**src/rtl/fifo_pkg.sv**
```systemverilog
// fifo_pkg: shared async-FIFO widths, Gray/binary helpers and reset values
package fifo_pkg;
  localparam int ADDR_WIDTH = 3;
  localparam int PTR_WIDTH = ADDR_WIDTH + 1;
  localparam logic EMPTY_RST = 1'b1;
  localparam logic AEMPTY_RST = 1'b1;
  function automatic logic [PTR_WIDTH-1:0] bin2gray(input logic [PTR_WIDTH-1:0] b);
    return b ^ (b >> 1);
  endfunction
  function automatic logic [PTR_WIDTH-1:0] gray2bin(input logic [PTR_WIDTH-1:0] g);
    logic [PTR_WIDTH-1:0] b;
    for (int i = 0; i < PTR_WIDTH; i++) b[i] = ^(g >> i);
    return b;
  endfunction
endpackage

```
**src/rtl/fifo_gray2bin.sv**
```systemverilog
// fifo_gray2bin: XOR-prefix Gray-to-binary converter (gray in, bin out, W bits)
module fifo_gray2bin #(
  parameter int W = 4
) (
  input  logic [W-1:0] gray,
  output logic [W-1:0] bin
);
  for (genvar i = 0; i < W; i++) begin : g_bit
    assign bin[i] = ^(gray >> i);
  end
endmodule

```
**src/rtl/fifo_rd.sv**
```systemverilog
// fifo_rd: async-FIFO read-side pointer/flags (rclk, rrst_n, rinc, gray_wr_ptr in; r_addr, gray_rd_ptr, rempty, raempty, rd_level out)
module fifo_rd #(
  parameter int ADDR_WIDTH = fifo_pkg::ADDR_WIDTH,
  parameter int AEMPTY_TH = 2
) (
  input  logic                  rclk,
  input  logic                  rrst_n,
  input  logic                  rinc,
  input  logic [ADDR_WIDTH:0]   gray_wr_ptr,
  output logic [ADDR_WIDTH-1:0] r_addr,
  output logic [ADDR_WIDTH:0]   gray_rd_ptr,
  output logic                  rempty,
  output logic                  raempty,
  output logic [ADDR_WIDTH:0]   rd_level
);
  import fifo_pkg::EMPTY_RST;
  import fifo_pkg::AEMPTY_RST;
  localparam logic [ADDR_WIDTH:0] AE_TH = (ADDR_WIDTH + 1)'(AEMPTY_TH);
  logic [ADDR_WIDTH:0] rd_ptr, rd_ptr_next, gray_next, wr_bin, diff;
  logic r_en;
  fifo_gray2bin #(.W(ADDR_WIDTH + 1)) u_g2b (.gray(gray_wr_ptr), .bin(wr_bin));
  assign r_en = rinc & ~rempty;
  assign rd_ptr_next = rd_ptr + {{ADDR_WIDTH{1'b0}}, r_en};
  assign gray_next = rd_ptr_next ^ (rd_ptr_next >> 1);
  assign diff = wr_bin - rd_ptr_next;
  assign r_addr = rd_ptr[ADDR_WIDTH-1:0];
  always_ff @(posedge rclk or negedge rrst_n)
    if (!rrst_n) begin
      rd_ptr <= '0;
      gray_rd_ptr <= '0;
      rempty <= EMPTY_RST;
      raempty <= AEMPTY_RST;
      rd_level <= '0;
    end else begin
      rd_ptr <= rd_ptr_next;
      gray_rd_ptr <= gray_next;
      rempty <= gray_next == gray_wr_ptr;
      raempty <= diff <= AE_TH;
      rd_level <= diff;
    end
endmodule

```
**config.mk**
```make
export PLATFORM = sky130hd
export DESIGN_NAME = fifo_rd
export DESIGN_NICKNAME = d
export VERILOG_FILES = /design/src/rtl/fifo_pkg.sv /design/src/rtl/fifo_gray2bin.sv /design/src/rtl/fifo_rd.sv
export SDC_FILE = /design/constraint.sdc
export NUM_CORES = 1
export LEC_CHECK = 0
export ABC_AREA = 1
export BUFFER_PORTS_ARGS = -buffer_cell sky130_fd_sc_hd__buf_2
export CORE_MARGIN = 2
export CORE_UTILIZATION = 49
export DETAILED_ROUTE_END_ITERATION = 6
export PLACE_DENSITY = 0.74
export SLEW_MARGIN = 10
export SYNTH_ARGS = -nofsm -noshare
export SYNTH_HDL_FRONTEND = slang
export SYNTH_HIERARCHICAL = 1
export SYNTH_SLANG_ARGS = --single-unit
```
**constraint.sdc**
```tcl
create_clock -name rclk -period 2.5 [get_ports rclk]
set_input_delay 0.5 -clock rclk [delete_from_list [all_inputs] [get_ports rclk]]
set_output_delay 0.5 -clock rclk [all_outputs]
set_load 0.05 [all_outputs]
```
======== Word level (Yosys, flattened, before mapping) ========
Cells that the tools add are included.
word-level totals
  register bits after elaboration ......... 14
  bits in latches ......................... 0
  RAM bits ................................ 0
  bits in read-only memories .............. 0
  input bits .............................. 7
  output and inout bits ................... 13
  logic and storage cells ................. 16
  memories kept ........................... 0
cells by class
  $add $sub $neg .......................... 2
  $mul .................................... 0
  divide/modulo/power cells ............... 0
  $lt $le $gt $ge ......................... 1
  eq/ne operators ......................... 1
  shift operators ......................... 0
  multiplexer cells ....................... 0
  bitwise operators ....................... 3
  reductions and logical operators ........ 4
operators with widths
  cell                                                                               count
  4-bit parity                                                                       4
  4-bit by 1-bit adder with 4-bit output                                             1
  4-bit == test                                                                      1
  4-bit by 2-bit less-or-equal comparator with 1-bit output (second input constant)  1
  4-bit subtractor                                                                   1
  4-bit by 3-bit bitwise XOR with 4-bit output                                       1
  1-bit bitwise AND                                                                  1
  1-bit inverter                                                                     1

======== Longest topological paths before layout ========
  depth in word-level cells ............... 5
  depth in mapped cells ................... 15
  gate-level depth less buffers ........... 15

======== Hierarchy ========
The synthesis kept the hierarchy.
by module, submodules not included
  module         times used  cells each  area each (sq um)
  fifo_rd        1           90          714.4
  fifo_gray2bin  1           21          90.1

======== Worst setup path after synthesis ========
No wires, ideal clock.
  path type ............................... register -> register
  from .................................... reg rempty
  to ...................................... reg raempty
  setup time .............................. 64 ps
  arrival time ............................ 2,186 ps
  data required time ...................... 2,436 ps
  setup slack ............................. 250 ps
  cell stages (with the launch flop) ...... 13
  buffers on the path ..................... 0
  period minus slack after synthesis ...... 2,250 ps
  cell sequence ........................... dfstp_2 > nor2_1 > ha_1 > ha_1 > inv_1 > ha_1 > a21oi_1 > nand2_1 > nand2_2 > inv_1 > nand2_1 > nand2_2 > nor2_2
between the ends
  longest elaborated chain between the ends .. 5
RTL lines
  element                                                    RTL line       source
  start: declaration                                         fifo_rd.sv:12  output logic rempty,
  start signal: assignment                                   fifo_rd.sv:37  rempty <= gray_next == gray_wr_ptr;
  1-bit inverter                                             fifo_rd.sv:22  assign r_en = rinc & ~rempty;
  1-bit bitwise AND                                          fifo_rd.sv:22
  4-bit by 1-bit adder with 4-bit output                     fifo_rd.sv:23  assign rd_ptr_next = rd_ptr + {{ADDR_WIDTH{1'b0}}, r_en};
  net rd_ptr_next[1]                                         fifo_rd.sv:19  logic [ADDR_WIDTH:0] rd_ptr, rd_ptr_next, gray_next, wr_bin, diff;
  4-bit subtractor                                           fifo_rd.sv:25  assign diff = wr_bin - rd_ptr_next;
  net diff[3]                                                fifo_rd.sv:19
  4-bit by 2-bit less-or-equal comparator with 1-bit output  fifo_rd.sv:38  raempty <= diff <= AE_TH;
  end signal: assignment                                     fifo_rd.sv:32  raempty <= AEMPTY_RST;
  end signal: assignment                                     fifo_rd.sv:38
  end: declaration                                           fifo_rd.sv:13  output logic raempty,
The timed path passes the listed nets, and every way through them passes these cells.

======== Final worst setup path ========
Same ends and word-level chain as after synthesis.

==> impl_metrics.toml <==
[placement]
portBuffers = 19
dp_hpwl_mm = 1.24
gp_congestion = 0.803
place_ws_ns = 0.227

[finish]
layout-drive-gt1-share = 0.248
diodes = 0
nNetsFinal = 146
fin_util = 0.616
syn_to_final_growth_pct = 16.6

[clock_network]
clk_latency_ns = 0.28
clockBufferDepth = 2
numClockSinks = 13
htreeDepth = 1
cts_root_buffer = "clkbuf_4"
cts_made_buffers = 3
postCtsSetupBuffers = 0
cts_tree = "done"
ctsHoldBuffers = 0
post_cts_resized = 0
clk_pin_slew_ns = 0.08

[sta]
drv_slew = 0
setup_tns_ns = 0
min_period_ns = 2.19
fin_skew_ns = 0.000944
max_slew_margin = 0.806
finalHoldViolations = 0
fin_ws_ns = 0.314
post-route-period-util = 0.874
finalSetupViolations = 0
whs_ns = 0.0928
tightest_slew_ns = 0.291
rsz0062_at_grt = "false"
fmax_mhz = 457

[logic_synthesis]
yosysTopAreaCell = "dfrtp_1"
synth_cells = 111
ys_seq_area_frac = 0.407
synthesis.nets = 123
ys_ff_latch = 13
netlist_top_cells_area = "dfrtp_1, nand2_1, inv_1, dfstp_2, ha_1"
syn-mean-instance-area_sq_um = 7.25
ys_types = 16
yosysWarnings = 6
syn_area_sq_um = 805
synth_top_area_frac = 0.342

[die]
pin_count = 20
core_sq_mm = 0.00152
die_area_sq_mm = 0.00198
die_w_um = 44.5
die_h_um = 44.5
initial_core_util = 0.528
rows = 14

[global_routing]
grt_remaining_overflow = 0
grt_max_degree = 14
first_global_vias = 702
grt_pass1_wl_mm = 2.77
grt_use_total = 0.195
antenna_found_initial = 0

[route]
vias_per_cell = 4.81
firstDrtPassIters = 5
drtAntennaViolNets = 0
drt_drc_violations_left = 0
wl_per_cell_um = 9.94
drt-total-wl_mm = 1.48
dr.first_iter.drc_count = 8
route.vias.total = 716

[status]
status = "complete, no violations"

[min_path]
min_path_type = "in -> async"

[critical_path]
path_class = "reg -> reg"
start_kind = "flop"
path_max_fanout = 5
cp_data_required_time_ns = 2.72
critPathCaptureType = "flop"
cp.arrival_ns = 2.41

[job]
max_cap_viol_count = 0
## layout make-up
cell class,count,area [sq um]
Timing Repair Buffer,19,95.1
Multi-Input combinational cell,74,383
Fill cell,151,586
Inverter,23,86.3
Clock buffer,4,26.3
Tap cell,16,20.0
Sequential cell,13,328
## through the flow
| step | area, sq um | std cells |
|---|---|---|
| global placement | 912 | 145 |
| CTS | 938 | 149 |
| detailed placement | 912 | 145 |
| floorplan | 805 | 111 |
| global route | 938 | 149 |
| finish | 938 | 149 |
## cell usage after synthesis
| cell | n |
|---|---|
| inv_1 | 22 |
| dfstp_2 | 2 |
| xnor2_1 | 2 |
| nand3_1 | 9 |
| buf_4 | 1 |
| xor2_1 | 1 |
| fa_1 | 1 |
| inv_2 | 1 |
| ha_1 | 4 |
| nor2_2 | 1 |
| dfrtp_1 | 11 |
| nand2_2 | 7 |
| a21oi_1 | 2 |
| nand2_1 | 41 |
| nand4_1 | 2 |
| nor2_1 | 4 |
## logic make-up after synthesis
family | synth area share
simple gates | 0.344
compound gates | 0.0124
xor+xnor | 0.0327
flops | 0.407
buf+inv | 0.117
fa+ha+maj | 0.0871
## worst max-delay path, cell delays in order, from the launching register on
cell     delay [ns]
dfstp_2        0.53
nor2_1         0.05
ha_1           0.22
ha_1           0.39
inv_1          0.12
ha_1           0.30
a21oi_1        0.14
nand2_1        0.08
nand2_2        0.07
inv_1          0.04
nand2_1        0.06
nand2_2        0.06
nor2_2         0.07
## registers in the layout, indices dropped and copies added (netlist names)
register / flops
rd_level: 4
rd_ptr: 3
raempty: 1
rempty: 1
gray_rd_ptr: 4
## worst paths after layout
path	startpoint	to	slack, ns	cells past startpoint
worst max-delay path	rempty	raempty	0.31	12
worst min-delay path	rrst_n	gray_rd_ptr[0]	0.09	1
worst max register to register	rempty	raempty	0.31	12
worst min register to register	gray_rd_ptr[3]	gray_rd_ptr[3]	0.61	2
max in group asynchronous	rrst_n	raempty	2.13	1
min in group rclk	gray_wr_ptr[2]	rempty	0.52	4
## routing by layer
metal | global-route usage | share of wire | wire length (um) | vias up
met5 | 0 | 0 | 0 | -
met4 | 0.109 | 0.028 | 41 | 0
met3 | 0.0245 | 0.029 | 43 | 5
met2 | 0.330 | 0.50 | 743 | 15
met1 | 0.237 | 0.44 | 653 | 322
li1 | - | - | - | 374
## cell usage in the layout (no fill, tap or decap)
master / instances
a21oi_1: 2
inv_1: 22
nand4_1: 2
ha_1: 4
clkbuf_4: 3
dfrtp_1: 11
inv_2: 1
nor2_1: 4
xor2_1: 1
buf_2: 19
nand3_1: 9
nand2_1: 41
nand2_2: 7
xnor2_1: 2
clkbuf_1: 1
dfstp_2: 2
nor2_2: 1
fa_1: 1
Power is left out: the tool's default activity adds up to more than one toggle a clock period on the data nets, which glitch-free logic cannot reach.
